File: src/rtl/coffee_vend_pkg.sv
// Shared types, coin constants and the product price table for the coffee vending controller.
package coffee_vend_pkg;

  typedef enum logic [2:0] {
    IDLE     = 3'd0,
    COLLECT  = 3'd1,
    DISPENSE = 3'd2,
    CHANGE   = 3'd3,
    REFUND   = 3'd4
  } vend_state_e;

  localparam logic [3:0] COIN_1  = 4'd1;
  localparam logic [3:0] COIN_2  = 4'd2;
  localparam logic [3:0] COIN_5  = 4'd5;
  localparam logic [3:0] COIN_10 = 4'd10;

  localparam int PRICE_W    = 8;
  localparam int NUM_PRICED = 4;
  // filter, black, bru, nescafe
  localparam logic [PRICE_W-1:0] PRICE [NUM_PRICED] = '{8'd2, 8'd1, 8'd5, 8'd10};
  localparam logic [PRICE_W-1:0] PRICE_DEFAULT = 8'd10;

  function automatic logic [PRICE_W-1:0] price_of(input int unsigned idx);
    logic [PRICE_W-1:0] p;
    if (idx < NUM_PRICED) begin
      p = PRICE[idx[1:0]];
    end else begin
      p = PRICE_DEFAULT;
    end
    return p;
  endfunction

  function automatic logic coin_legal(input logic [3:0] v);
    return (v == COIN_1) || (v == COIN_2) || (v == COIN_5) || (v == COIN_10);
  endfunction

endpackage

File: src/rtl/coffee_coin_validator.sv
// Combinational coin check: legal denomination, no credit overflow, and not blocked by controller state.
module coffee_coin_validator
  import coffee_vend_pkg::*;
#(
  parameter int SUM_W   = 6,
  parameter int MAX_SUM = 31
)(
  input  logic             coin_valid,
  input  logic [3:0]       coin_val,
  input  logic [SUM_W-1:0] credit,
  input  logic             block,
  output logic             accept,
  output logic             reject,
  output logic [SUM_W-1:0] sum
);

  localparam logic [SUM_W:0] MAX_WIDE = (SUM_W+1)'(MAX_SUM);

  logic [SUM_W:0] sum_wide_s;
  logic           over_s;

  // One extra bit on the sum so an overflowing coin never wraps into a small credit
  always_comb begin
    sum_wide_s = (SUM_W+1)'(credit) + (SUM_W+1)'(coin_val);
    over_s     = (sum_wide_s > MAX_WIDE);
    accept     = coin_valid && coin_legal(coin_val) && !over_s && !block;
    reject     = coin_valid && !accept;
    sum        = sum_wide_s[SUM_W-1:0];
  end

endmodule

File: src/rtl/coffee_vend_ctrl.sv
// Coin-summing coffee vending controller: credit, selection, timed dispense, change and refund.
// Optional idle-credit timeout refund is built when COFFEE_TIMEOUT_EN is defined.
module coffee_vend_ctrl
  import coffee_vend_pkg::*;
#(
  parameter int NUM_PRODUCTS    = 4,
  parameter int SUM_W           = 6,
  parameter int MAX_SUM         = 31,
  parameter int DISPENSE_CYCLES = 4,
`ifdef COFFEE_TIMEOUT_EN
  parameter int TIMEOUT_CYCLES  = 1024,
`endif
  localparam int SEL_W = (NUM_PRODUCTS > 1) ? $clog2(NUM_PRODUCTS) : 1
)(
  input  logic             clk,
  input  logic             rst,
  input  logic             coin_valid,
  input  logic [3:0]       coin_val,
  input  logic             sel_valid,
  input  logic [SEL_W-1:0] sel_id,
  input  logic             cancel,
  output logic             coin_reject,
  output logic             dispense,
  output logic [SEL_W-1:0] dispense_id,
  output logic             change_valid,
  output logic [SUM_W-1:0] change_amt,
  output logic [SUM_W-1:0] credit,
  output logic             led_green,
  output logic             led_yellow
);

  localparam int CNT_W = (DISPENSE_CYCLES > 1) ? $clog2(DISPENSE_CYCLES) : 1;
  localparam logic [CNT_W-1:0] CNT_LAST = CNT_W'(DISPENSE_CYCLES - 1);
  localparam int CMP_W = (SUM_W > PRICE_W) ? SUM_W : PRICE_W;

  vend_state_e      state_r, state_next_s;
  logic [SUM_W-1:0] credit_r, credit_next_s, coin_sum_s, change_next_s;
  logic [SEL_W-1:0] sel_r, sel_next_s;
  logic             sel_vld_r, sel_vld_next_s;
  logic [CNT_W-1:0] cnt_r, cnt_next_s;
  logic             coin_block_s, coin_accept_s, coin_reject_s;
  logic             sel_ok_s, sel_take_s, vend_ready_s, tmo_hit_s;
  logic [CMP_W-1:0] credit_ext_s, price_ext_s;

  assign credit_ext_s = CMP_W'(credit_r);
  assign price_ext_s  = CMP_W'(price_of(32'(sel_r)));
  assign vend_ready_s = sel_vld_r && (credit_ext_s >= price_ext_s);
  assign sel_ok_s     = sel_valid && (int'(sel_id) < NUM_PRODUCTS);
  // A pending cancel or timeout in COLLECT outranks a coin arriving in the same cycle
  assign coin_block_s = !((state_r == IDLE) ||
                          ((state_r == COLLECT) && !cancel && !tmo_hit_s));
  assign sel_take_s   = sel_ok_s && ((state_r == IDLE) ||
                        ((state_r == COLLECT) && !cancel && !tmo_hit_s && !vend_ready_s));
  assign credit       = credit_r;

  coffee_coin_validator #(
    .SUM_W   (SUM_W),
    .MAX_SUM (MAX_SUM)
  ) u_coin_validator (
    .coin_valid (coin_valid),
    .coin_val   (coin_val),
    .credit     (credit_r),
    .block      (coin_block_s),
    .accept     (coin_accept_s),
    .reject     (coin_reject_s),
    .sum        (coin_sum_s)
  );

`ifdef COFFEE_TIMEOUT_EN
  localparam int TMO_W = (TIMEOUT_CYCLES > 1) ? $clog2(TIMEOUT_CYCLES) : 1;
  logic [TMO_W-1:0] tmo_cnt_r;

  // Idle-credit counter, restarted by any customer activity while collecting
  always_ff @(posedge clk or posedge rst) begin
    if (rst) begin
      tmo_cnt_r <= '0;
    end else if ((state_r != COLLECT) || coin_accept_s || sel_ok_s) begin
      tmo_cnt_r <= '0;
    end else begin
      tmo_cnt_r <= tmo_cnt_r + 1'b1;
    end
  end

  assign tmo_hit_s = (state_r == COLLECT) && (tmo_cnt_r == TMO_W'(TIMEOUT_CYCLES - 1));
`else
  assign tmo_hit_s = 1'b0;
`endif

  // Next-state, credit and selection logic
  always_comb begin
    state_next_s   = state_r;
    cnt_next_s     = cnt_r;
    if (coin_accept_s) begin
      credit_next_s = coin_sum_s;
    end else begin
      credit_next_s = credit_r;
    end
    if (sel_take_s) begin
      sel_next_s     = sel_id;
      sel_vld_next_s = 1'b1;
    end else begin
      sel_next_s     = sel_r;
      sel_vld_next_s = sel_vld_r;
    end
    case (state_r)
      IDLE: begin
        if (coin_accept_s) begin
          state_next_s = COLLECT;
        end else begin
          state_next_s = IDLE;
        end
      end
      COLLECT: begin
        if (cancel || tmo_hit_s) begin
          state_next_s = REFUND;
        end else if (vend_ready_s) begin
          state_next_s = DISPENSE;
          cnt_next_s   = '0;
        end else begin
          state_next_s = COLLECT;
        end
      end
      DISPENSE: begin
        if (cnt_r == CNT_LAST) begin
          state_next_s = CHANGE;
        end else begin
          cnt_next_s = cnt_r + 1'b1;
        end
      end
      CHANGE, REFUND: begin
        state_next_s   = IDLE;
        credit_next_s  = '0;
        sel_next_s     = '0;
        sel_vld_next_s = 1'b0;
      end
      default: begin
        state_next_s   = IDLE;
        credit_next_s  = '0;
        sel_next_s     = '0;
        sel_vld_next_s = 1'b0;
      end
    endcase
  end

  // Change owed on the cycle the vend or refund completes
  always_comb begin
    if (state_next_s == CHANGE) begin
      change_next_s = SUM_W'(credit_ext_s - price_ext_s);
    end else if (state_next_s == REFUND) begin
      change_next_s = credit_r;
    end else begin
      change_next_s = '0;
    end
  end

  // Controller state register
  always_ff @(posedge clk or posedge rst) begin
    if (rst) begin
      state_r   <= IDLE;
      credit_r  <= '0;
      sel_r     <= '0;
      sel_vld_r <= 1'b0;
      cnt_r     <= '0;
    end else begin
      state_r   <= state_next_s;
      credit_r  <= credit_next_s;
      sel_r     <= sel_next_s;
      sel_vld_r <= sel_vld_next_s;
      cnt_r     <= cnt_next_s;
    end
  end

  // Registered outputs, decoded from the state being entered
  always_ff @(posedge clk or posedge rst) begin
    if (rst) begin
      coin_reject  <= 1'b0;
      dispense     <= 1'b0;
      dispense_id  <= '0;
      change_valid <= 1'b0;
      change_amt   <= '0;
      led_green    <= 1'b1;
      led_yellow   <= 1'b0;
    end else begin
      coin_reject  <= coin_reject_s;
      dispense     <= (state_next_s == DISPENSE);
      dispense_id  <= (state_next_s == DISPENSE) ? sel_next_s : '0;
      change_valid <= (state_next_s == CHANGE) || (state_next_s == REFUND);
      change_amt   <= change_next_s;
      led_green    <= (state_next_s == IDLE) && (credit_next_s == '0);
      led_yellow   <= (state_next_s == DISPENSE) || (state_next_s == CHANGE);
    end
  end

endmodule

File: config.mk
export PLATFORM = sky130hd
export DESIGN_NAME = coffee_vend_ctrl
export DESIGN_NICKNAME = d
export VERILOG_FILES = /design/src/rtl/coffee_vend_pkg.sv /design/src/rtl/coffee_coin_validator.sv /design/src/rtl/coffee_vend_ctrl.sv
export SDC_FILE = /design/constraint.sdc
export NUM_CORES = 1
export LEC_CHECK = 0
export CAP_MARGIN = 20
export CORE_MARGIN = 4
export CORE_UTILIZATION = 45
export CTS_CLUSTER_SIZE = 40
export DETAILED_ROUTE_END_ITERATION = 7
export PLACE_DENSITY_LB_ADDON = 0.12
export SLEW_MARGIN = 20
export SYNTH_ARGS = -nofsm -noshare
export SYNTH_HDL_FRONTEND = slang
export SYNTH_SLANG_ARGS = --single-unit
File: constraint.sdc
create_clock -name clk -period 4.7 [get_ports clk]
set_clock_uncertainty 0.1 [all_clocks]
set_input_delay 1.41 -clock clk [delete_from_list [all_inputs] [get_ports clk]]
set_output_delay 1.41 -clock clk [all_outputs]
set_load 0.02 [all_outputs]
**Word-level counts from Yosys, hierarchy flattened**

Index checks and enable logic that the tools add are counted.

- Bits in registers: 27
- Input bits: 11
- Output and inout bits: 19
- Logic and storage cells: 80

- $add $sub $neg: 3
- $lt $le $gt $ge: 3
- Equal/unequal tests: 14
- Muxes and demuxes: 21
- Bitwise gates (word level): 1
- Reductions and logical operators: 26

Operators with widths:

| cell | number |
|---|---|
| 6-bit 2-to-1 mux | 4 |
| 8-bit binary-select mux with 2-bit select | 1 |
| 8-bit 2-to-1 mux | 2 |
| 2-bit 2-to-1 mux | 7 |
| 3-bit by 2-bit == test with 1-bit output (second input constant) | 3 |
| 1-bit logical AND | 9 |
| 3-bit one-hot mux with 3 select lines | 1 |
| 6-bit by 8-bit >= comparator with 1-bit output | 1 |
| 6-bit by 4-bit adder with 7-bit output | 1 |
| 7-bit by 5-bit greater-than comparator with 1-bit output (second input constant) | 1 |
| 1-bit logical OR | 7 |
| 3-bit logical NOT | 2 |
| 6-bit logical NOT | 1 |
| 3-bit 2-to-1 mux | 2 |
| 2-bit inequality test (second input constant) | 3 |
| 6-bit subtractor | 1 |
| 4-bit by 1-bit == test with 1-bit output (second input constant) | 1 |
| 4-bit by 2-bit == test with 1-bit output (second input constant) | 1 |
| 4-bit by 3-bit == test with 1-bit output (second input constant) | 1 |
| 4-bit == test (second input constant) | 1 |
| 1-bit logical NOT | 4 |
| 2-bit one-hot mux with 2 select lines | 1 |
| 4-bit AND reduction | 1 |
| 3-bit by 1-bit == test with 1-bit output (second input constant) | 1 |
| other kinds (9) | 11 |

**Longest topological paths before layout**

Gate-level depths: netlist (run 1).

- Depth after elaboration: 13
- Depth in mapped cells: 12
- Depth with buffers taken out: 12

**Modules after synthesis**

Synthesis (run 1) repeated with hierarchy kept, for this count alone.

- Cell total of the unflattened synthesis: 157
- Area total of the unflattened synthesis: 1635.3 um2

By module, submodules not included:

| module | times used | cells an instance | area an instance (um2) | sequential area each (um2) |
|---|---|---|---|---|
| coffee_vend_ctrl | 1 | 131 | 1411.4 | 676.9 |
| coffee_coin_validator | 1 | 26 | 224.0 | 0.0 |

**Worst setup path after synthesis (run 1)**

No wires, ideal clock.

- Path kind: input to register
- Start point: input port coin_val[0]
- End point: register led_green
- Arrival time: 3.416 ns
- Required time: 4.519 ns
- Slack: 1.103 ns
- Stages on the path: 8
- Cells stage by stage: ha_1 fa_1 or4b_1 a221o_1 buf_6 mux2i_1 o2111ai_1 a211oi_2

- Word-level cells in the longest chain between the ends: 11
- Elaborated cells on any way between the ends: 20
- Those cells by class: 1 x add/sub; 1 x order compare; 4 x eq/ne; 4 x mux; 10 x reduce/logical

RTL lines:

| element | RTL line | text |
|---|---|---|
| from (decl) | coffee_vend_ctrl.sv:18 | `input logic [3:0] coin_val,` |
| parallel branches: the longest is 10 deep, another holds 6-bit by 4-bit adder with 7-bit output | n/a |  |
| 1-bit logical AND * | coffee_vend_ctrl.sv:189 | `led_green <= (state_next_s == IDLE) && (credit_next_s == '0);` |
| to (signal assigned) | coffee_vend_ctrl.sv:189 |  |
| to (decl) | coffee_vend_ctrl.sv:28 | `output logic led_green,` |

Every way passes the cells marked *.
A chain may end at the register's enable or synchronous reset.

**Worst setup path in the final report (run 1)**

Same ends and word-level chain as after synthesis.

==> results of run 1 <==
## worst min-delay path by stage
stage / start / endpoint / slack (ns) / cells past startpoint
6_report: cnt_r[0] / cnt_r[0] / 0.39 / 1
5_1_grt: cnt_r[0] / cnt_r[0] / 0.42 / 1
4_1_cts: cnt_r[0] / cnt_r[0] / 0.39 / 1
3_5_place_dp: cnt_r[0] / cnt_r[0] / 0.37 / 1
3_3_place_gp: cnt_r[0] / cnt_r[0] / 0.36 / 1
2_1_floorplan: cnt_r[0] / cnt_r[0] / 0.36 / 1
## cell usage in the layout (no fill, tap or decap), types with 2 or more instances in the layout
| master | n |
|---|---|
| a21o_1 | 3 |
| a21oi_1 | 10 |
| and2_1 | 3 |
| clkbuf_4 | 3 |
| clkdlybuf4s50_1 | 29 |
| dfrtp_1 | 26 |
| fa_1 | 2 |
| ha_1 | 11 |
| inv_1 | 12 |
| mux2i_1 | 6 |
| nand2_1 | 5 |
| nand2b_1 | 3 |
| nand3_1 | 3 |
| nand4_1 | 3 |
| nor2_1 | 12 |
| nor2b_1 | 2 |
| nor3_1 | 3 |
| nor3b_1 | 2 |
| o2111ai_1 | 2 |
| o211ai_1 | 2 |
| o21ai_0 | 10 |
| o21ai_1 | 2 |
| o21bai_1 | 3 |
| xor2_1 | 2 |
## flip-flops by register name, summed over array words and instances (netlist names)
signal and flops:
change_valid 1, state_r 3, cnt_r 2, dispense 1
sel_r 2, led_green 1, dispense_id 2, sel_vld_r 1
led_yellow 1, credit 6, change_amt 6, coin_reject 1
## through the flow
step / power (mW) / util [%] / setup WS [ns] / cells
floorplan: 0.8123 / - / 1.103 / 148
global placement: 1.000 / 59.20 / 0.4692 / 220
detailed placement: 1.019 / 59.20 / 0.3390 / 220
CTS: 1.124 / 60.16 / 0.6745 / 224
global route: 1.243 / 60.16 / 0.5862 / 224
finish: 1.121 / 60.16 / 0.6660 / 224
## power by group through the flow
stage / Clock (mW) / Combinational, mW / Sequential, mW
floorplan: 0 / 0.410 / 0.402
global placement: 0 / 0.625 / 0.376
detailed placement: 0 / 0.641 / 0.378
CTS: 0.106 / 0.646 / 0.372
global route: 0.121 / 0.737 / 0.386
finish: 0.103 / 0.644 / 0.374
## worst register-to-register path, stage by stage (launching register included)
cell	delay, ns
dfrtp_1	0.49
ha_1	0.27
fa_1	0.42
or4b_1	0.53
a221o_1	0.49
mux2_2	0.31
o2111ai_1	0.12
a211oi_2	0.18
## final cells by class
type	count	area share (%)
multi-input combinational	106	41.09
sequential	27	35.97
timing repair buffer	30	15.82
tap	44	2.926
inverter	13	2.593
clock buffer	3	1.197
clock inverter	1	0.3989
## metal layers
layer	GRT usage, %	up-vias	routed length (microns)
met3	2.381	8	171
met1	24.00	581	1439
met2	29.54	37	1664
li1	-	596	-
met4	5.076	0	51
met5	0	-	0
## cells in the mapped netlist (5+ instances only)
| cell type | count | area share [%] |
|---|---|---|
| dfrtp_1 | 26 | 43 |
| nor2_1 | 12 | 3.0 |
| ha_1 | 11 | 9.1 |
| nand2_1 | 5 | 1.2 |
| inv_1 | 13 | 3.2 |
| a21oi_1 | 10 | 3.3 |
| mux2i_1 | 6 | 4.0 |
| o21ai_0 | 10 | 3.3 |
## logic make-up after synthesis
family,count (synthesis)
AO/OA/AOI/OAI,41
buffers and inverters,15
adder cells (fa/ha/maj),13
AND/OR/NAND/NOR,42
XOR/XNOR,3
flip-flops,27
multiplexers,7
==> impl_metrics.csv, run 1 <==
group,metric,value,unit
outcome,run_status,"complete, no violations",
final_layout,final_nets,205,
detailed_routing,totalWireLength,3326,microns
job,cap_violations,0,
yosys,syn_nets,172,
yosys,yosys.cell_types.count,42,
grt,grt_max_degree,28,
yosys,synth_simple_gate_area_share,15.21,%
grt,grtUsageTotal,17.72,%
sta,timing_hold_violations_final,0,
sta,slew_viol_final,0,
grt,antenna_found_initial,0,
worst_hold_path,hp-class,"reg -> reg",
worst_setup_path,reg2reg_slack,1.72,ns
yosys,synth_adder_area_share,11.74,%
yosys,synthesis.area,0.001514,sq mm
worst_setup_path,critPathCaptureType,"register",
yosys,synth-main-ff-cell,"dfrtp_1",
cts,cts_made_buffers,3,
yosys,synth_cells,148,
detailed_routing,initialDrtViolationCount,39,
sta,finalSetupTns,0,ns
sta,tightest_slew,0.5583,ns
power,intPower,617.7,uW
yosys,yosys_warnings,0,
sta,hold_ws,0.3916,ns
final_layout,diodes,0,
placed_design,dp_hpwl,2559,microns
cts,cts_setup_buffers,0,
worst_setup_path,arrival,4.19,ns
worst_setup_path,startpoint_type,"input pin",
cts,clock_sinks,27,
worst_setup_path,crit_chain,"clkdlybuf4s50_1 > ha_1 > fa_1 > or4b_1 > a221o_1 > mux2_2 > o2111ai_1 > a211oi_2",
yosys,ys_seq_elements,27,
yosys,syn_area_per_cell,10.23,sq um
placed_design,placed_area,0.001852,sq mm
placed_design,portBuffers,29,
worst_setup_path,r2r-start,"credit[0]",
worst_setup_path,criticalPathCategory,"in -> reg",
yosys,async_flop_share,100.0,%
detailed_routing,vias_per_cell,5.455,
worst_setup_path,required,4.86,ns
cts,clockBufferDepth,2,
power,vdd_ir_drop_max,0.3635,mV
detailed_routing,route.detailed.drc,0,
detailed_routing,route.detailed.wl_per_inst,14.85,microns
power,p_seq_share,33.3,%
floorplanning,ioPinCount,30,
worst_setup_path,path_buf_inv,1,
worst_setup_path,timing.rr.end,"led_green",
worst_setup_path,path_depth,8,
placed_design,gp_congestion,0.8152,
final_layout,design_area,0.001882,sq mm
cts,cts_hold_buf,0,
grt,grt_pass1_wl,6016,microns
power,p_per_area,595.6,mW/mm^2
yosys,synth-xor-area-share,1.736,%
final_layout,fill_cells,268,
detailed_routing,ant_nets,0,
worst_setup_path,crit_fanout,11,
power,leakage,0.8779,nW
cts,cts_max_level,1,
cts,post_cts_resized,0,
final_layout,layout-drive-gt1-share,6.667,%
floorplanning,die_area,0.004356,sq mm
final_layout,seq_area,676.9,sq um
floorplanning,rows,20,
power,pwr-share-clk,9.2,%
worst_setup_path,worstSetupEndpoint,"led_green",
worst_setup_path,crit_start,"coin_val[0]",
grt,grt_pass1_vias,1260,
power,combPwrFrac,57.5,%
worst_setup_path,worst_r2r_path_depth,7,
power,swShare,44.88,%
power,net-switching-power,503.1,uW
sta,setup_violations,0,
yosys,synthMuxAreaShare,4.711,%
worst_setup_path,cp_top_family,"compound AO/OA/AOI/OAI gates",
final_layout,multiInputGateArea,773.2,sq um
sta,rsz0062_at_grt,"no",
cts,cts_root_buf,"clkbuf_4",
worst_setup_path,critPathSlowestCell,"or4b_1",
grt,overflow,0,
cts,clk_pin_slew,0.14,ns
floorplanning,start_util,48.40,%
yosys,synth_edf_count,0,
sta,period_needed,4.034,ns
yosys,synth_compound_area_share,17.69,%
yosys,synth_top_family_by_area,"compound AO/OA/AOI/OAI gates",
sta,period_share,85.83,%
sta,fmax,247.9,MHz
floorplanning,core-area,0.003128,sq mm
floorplanning,die_y,66,microns
floorplanning,die_w,66,microns
detailed_routing,num_vias,1222,
final_layout,syn_to_final_growth,24.30,%
sta,slew_headroom,62.62,%
detailed_routing,drt_pre_antenna_iters,4,
yosys,synth_seq_area_share,44.71,%
cts,clock_latency,0.33,ns
worst_setup_path,crit_path_max_incr_delay,0.53,ns
cts,cts_tree,"built",
Power figures use the tool's default switching activity.
==> run 2: changes to the inputs <==
DONT_BUFFER_PORTS = 1   (was unset)
SETUP_SLACK_MARGIN = 0.3   (was unset)
==> run 2 against run 1 <==
Compared with the run above: core utilization fell by 9.4 points; sequential share of layout area rose by 6.6 points; first-iteration DRC count rose by 56%; largest cell class unchanged; worst setup slack improved by 0.52 ns; maximum frequency rose by 15%; largest power group unchanged; critical endpoint unchanged.
==> impl_metrics.csv, run 2 (same netlist as run 1, synthesis figures left out) <==
group,metric,value,unit
worst_setup_path,worst_r2r_path_depth,7,
final_layout,stdcell_count,195,
grt,grt_pass1_wl,5568,microns
placed_design,placed_cells,191,
detailed_routing,ant_nets,0,
final_layout,final_nets,176,
sta,fmax,284.7,MHz
sta,setup_violations,0,
sta,finalSetupTns,0,ns
cts,cts_tree,"built",
sta,slew_viol_final,0,
outcome,run_status,"complete, no violations",
grt,antenna_found_initial,0,
cts,clock_latency,0.32,ns
worst_setup_path,criticalPathCategory,"in -> reg",
cts,clk_pin_slew,0.14,ns
floorplanning,die_y,66,microns
detailed_routing,route.detailed.drc,0,
detailed_routing,initialDrtViolationCount,61,
detailed_routing,vias_per_cell,5.697,
final_layout,layout-drive-gt1-share,7.947,%
grt,overflow,0,
worst_hold_path,hp-class,"reg -> reg",
sta,tightest_slew,0.5725,ns
job,cap_violations,0,
grt,grt_pass1_vias,1145,
power,leakage,0.7756,nW
placed_design,dp_hpwl,2444,microns
final_layout,final_cell_mix,"dfrtp_1, nor2_1, inv_1",
final_layout,fill_cells,300,
floorplanning,die_w,66,microns
sta,slew_headroom,61.67,%
power,p_per_area,645.6,mW/mm^2
cts,cts_made_buffers,3,
cts,clockBufferDepth,2,
worst_hold_path,holdPathStages,1,
cts,post_cts_resized,0,
grt,grt_max_degree,28,
placed_design,portBuffers,0,
grt,grtUsageTotal,16.59,%
detailed_routing,drt_pre_antenna_iters,4,
floorplanning,die_area,0.004356,sq mm
placed_design,gp_congestion,0.7989,
worst_setup_path,critPathCaptureType,"register",
detailed_routing,totalWireLength,3172,microns
cts,cts_hold_buf,0,
sta,timing_hold_violations_final,0,
floorplanning,start_util,48.40,%
detailed_routing,route.detailed.wl_per_inst,16.27,microns
floorplanning,ioPinCount,30,
worst_setup_path,required,4.85,ns
cts,cts_max_level,1,
floorplanning,rows,20,
final_layout,diodes,0,
power,vdd_ir_drop_max,0.3206,mV
worst_setup_path,startpoint_type,"input pin",
sta,rsz0062_at_grt,"no",
final_layout,layout_commonest_cell,"dfrtp_1",
cts,cts_setup_buffers,0,
worst_setup_path,arrival,3.66,ns
cts,cts_root_buf,"clkbuf_4",
sta,period_share,74.74,%
detailed_routing,num_vias,1111,
floorplanning,core-area,0.003128,sq mm
final_layout,syn_to_final_growth,4.958,%
worst_setup_path,crit_fanout,11,
sta,period_needed,3.513,ns
final_layout,multiInputGateArea,773.2,sq um
cts,clock_sinks,27,
final_layout,seq_area,676.9,sq um
## run 2: metal layers
layer  vias up  global-route usage (%)  routed length, microns
met5         -                       0                       0
li1        536                       -                       -
met1       545                   20.47                    1377
met3         2                   5.442                     191
met2        28                   28.41                    1585
met4         0                   3.046                      18
## run 2: worst max-delay path, cell delays in order
cell and delay (ns):
ha_1 0.22, fa_1 0.42, or4b_1 0.54, a221o_1 0.49, mux2_2 0.29, o2111ai_1 0.12
a211oi_2 0.16
## run 2: where the power goes
group	leakage, nW	total, mW	switching [mW]	internal, mW
Clock	0.0177	0.0966	0.0647	0.0318
Sequential	0.352	0.430	0.132	0.297
Combinational	0.405	0.500	0.283	0.217
## run 2: final timing paths
path	startpoint	endpoint	slack, ns
setup / recovery	coin_val[0]	led_green	1.19
hold / removal	cnt_r[0]	cnt_r[0]	0.40
setup reg to reg	credit[0]	led_green	1.66
hold reg to reg	cnt_r[0]	cnt_r[0]	0.40
max in group asynchronous	rst	led_green	3.22
min in group asynchronous	rst	dispense_id[1]	0.90
## run 2: cell type report
class,count,area share [%]
repair buffers,1,0.4724
clock inverters,1,0.3150
inverters,13,3.071
well taps,44,3.465
flip-flops and latches,27,42.60
clock buffers,3,1.417
multi-input cells,106,48.66
## run 2: stage by stage
| stage | cell area, sq um | setup WS, ns | hold slack (ns) | utilization, % | total power, mW |
|---|---|---|---|---|---|
| floorplan | 1514 | 1.103 | 0.3573 | - | 0.8123 |
| global placement | 1562 | 0.9282 | 0.3651 | 49.92 | 0.9249 |
| detailed placement | 1562 | 0.8887 | 0.3848 | 49.92 | 0.9374 |
| CTS | 1589 | 1.203 | 0.4040 | 50.80 | 1.040 |
| global route | 1589 | 1.098 | 0.4162 | 50.80 | 1.128 |
| finish | 1589 | 1.187 | 0.4021 | 50.80 | 1.026 |
==> run 3: changes to the inputs <==
clock period = 3.2 ns   (was 4.7 ns; I/O delays follow)
==> run 3 against run 2 <==
Compared with the run above: combinational power is 87% higher; clock power is 56% higher; register-to-register slack worse by 1.2 ns; cell area is 8.0% higher; flip-flop and latch count stayed put; core utilization is 4.1 points higher; sequential share of layout area is 3.2 points lower; non-clock buffer count is 12 higher.
==> impl_metrics.csv, run 3 (same netlist as run 1, synthesis figures left out) <==
group,metric,value,unit
worst_setup_path,startpoint_type,"input pin",
floorplanning,core-area,0.003128,sq mm
grt,antenna_found_initial,0,
final_layout,final_nets,188,
final_layout,fill_cells,281,
sta,slew_headroom,62.43,%
cts,clock_latency,0.33,ns
power,vdd_ir_drop_max,0.3251,mV
cts,cts_tree,"built",
final_layout,layout-drive-gt1-share,18.40,%
cts,cts_max_level,1,
floorplanning,ioPinCount,30,
sta,setup_violations,0,
grt,grt_max_degree,16,
cts,cts_hold_buf,0,
worst_setup_path,crit_path_max_incr_delay,0.53,ns
floorplanning,start_util,48.40,%
cts,clk_pin_slew,0.15,ns
worst_setup_path,arrival,2.92,ns
sta,timing_hold_violations_final,0,
sta,finalSetupTns,0,ns
worst_setup_path,crit_chain,"ha_4 > fa_2 > or4b_1 > a221o_1 > mux2_2 > o2111ai_1 > a211oi_2",
power,p_per_area,962.7,mW/mm^2
final_layout,final_cell_mix,"dfrtp_1, buf_4, nor2_1, inv_1",
floorplanning,die_area,0.004356,sq mm
worst_setup_path,crit_fanout,5,
cts,clock_sinks,27,
floorplanning,die_w,66,microns
detailed_routing,initialDrtViolationCount,58,
cts,clockBufferDepth,2,
cts,cts_root_buf,"clkbuf_4",
grt,overflow,0,
floorplanning,die_y,66,microns
worst_setup_path,critPathCaptureType,"register",
worst_setup_path,cp_top_family,"compound AO/OA/AOI/OAI gates",
detailed_routing,route.detailed.wl_per_inst,15.74,microns
final_layout,layout_commonest_cell,"dfrtp_1",
final_layout,syn_to_final_growth,13.39,%
detailed_routing,vias_per_cell,5.715,
outcome,run_status,"complete, no violations",
worst_setup_path,path_buf_inv,0,
detailed_routing,totalWireLength,3259,microns
worst_setup_path,critPathSlowestCell,"or4b_1",
grt,grt_pass1_vias,1212,
power,leakage,0.8359,nW
placed_design,gp_congestion,0.8776,
sta,period_needed,2.760,ns
detailed_routing,ant_nets,0,
sta,fmax,362.3,MHz
placed_design,dp_hpwl,2541,microns
sta,period_share,86.26,%
detailed_routing,num_vias,1183,
sta,rsz0062_at_grt,"no",
detailed_routing,route.detailed.drc,0,
grt,grtUsageTotal,16.79,%
placed_design,portBuffers,0,
cts,cts_made_buffers,3,
final_layout,diodes,0,
final_layout,utilization,54.88,%
worst_setup_path,criticalPathCategory,"in -> reg",
floorplanning,rows,20,
job,cap_violations,0,
sta,slew_viol_final,0,
sta,tightest_slew,0.5610,ns
worst_hold_path,hp-class,"reg -> reg",
worst_setup_path,required,3.36,ns
grt,grt_pass1_wl,5575,microns
detailed_routing,drt_pre_antenna_iters,4,
==> run 3: metrics by stage <==
| step | setup slack [ns] | power [mW] | hold WS [ns] | cells | area (sq um) |
|---|---|---|---|---|---|
| after floorplan | 0.1829 | 1.204 | 0.3573 | 148 | 1533 |
| after global placement | 0.1490 | 1.410 | 0.3653 | 199 | 1640 |
| after detailed placement | 0.08289 | 1.429 | 0.3744 | 199 | 1640 |
| after CTS | 0.3900 | 1.582 | 0.3939 | 203 | 1668 |
| after global routing | 0.2821 | 1.818 | 0.4195 | 207 | 1717 |
| final | 0.4396 | 1.653 | 0.3919 | 207 | 1717 |
==> run 3: what timing repair did <==
item | 4_1_cts | 5_1_grt
setup buffers | 0 | 4
gates resized for setup | 0 | 5
endpoints found under the setup margin | 0 | 7
==> run 3: area by class of cell <==
class                           instances  area, sq um  share of cell area [%]
Clock buffer                            3        22.52                   1.312
Clock inverter                          1        5.005                  0.2915
Inverter                               13        48.80                   2.843
Multi-Input combinational cell        106        810.8                   47.23
Sequential cell                        27        676.9                   39.43
Tap cell                               44        55.05                   3.207
Timing Repair Buffer                   13        97.59                   5.685
==> run 3: where the power goes <==
group	total [mW]	switching, mW	leakage [nW]	internal, mW
combinational	0.935	0.523	0.466	0.412
sequential	0.567	0.129	0.352	0.438
clock	0.151	0.104	0.0177	0.0469
total	1.65	0.756	0.836	0.896
==> run 3: final timing paths <==
kind | from | endpoint | slack, ns | depth (start not counted)
hold reg to reg | cnt_r[0] | cnt_r[0] | 0.39 | 1
hold / removal | cnt_r[0] | cnt_r[0] | 0.39 | 1
setup / recovery | coin_val[0] | led_green | 0.44 | 7
max in group asynchronous | rst | led_green | 1.96 | 2
min in group asynchronous | rst | change_valid | 0.40 | 1
setup reg to reg | sel_r[1] | cnt_r[1] | 0.48 | 11
==> run 3: layer usage <==
| layer | part of all wire [%] | track usage [%] | up-vias |
|---|---|---|---|
| met3 | 6.5 | 5.102 | 4 |
| met5 | 0 | 0 | - |
| met1 | 43 | 19.83 | 586 |
| met2 | 49 | 27.91 | 28 |
| li1 | - | - | 565 |
| met4 | 1.4 | 7.614 | 0 |
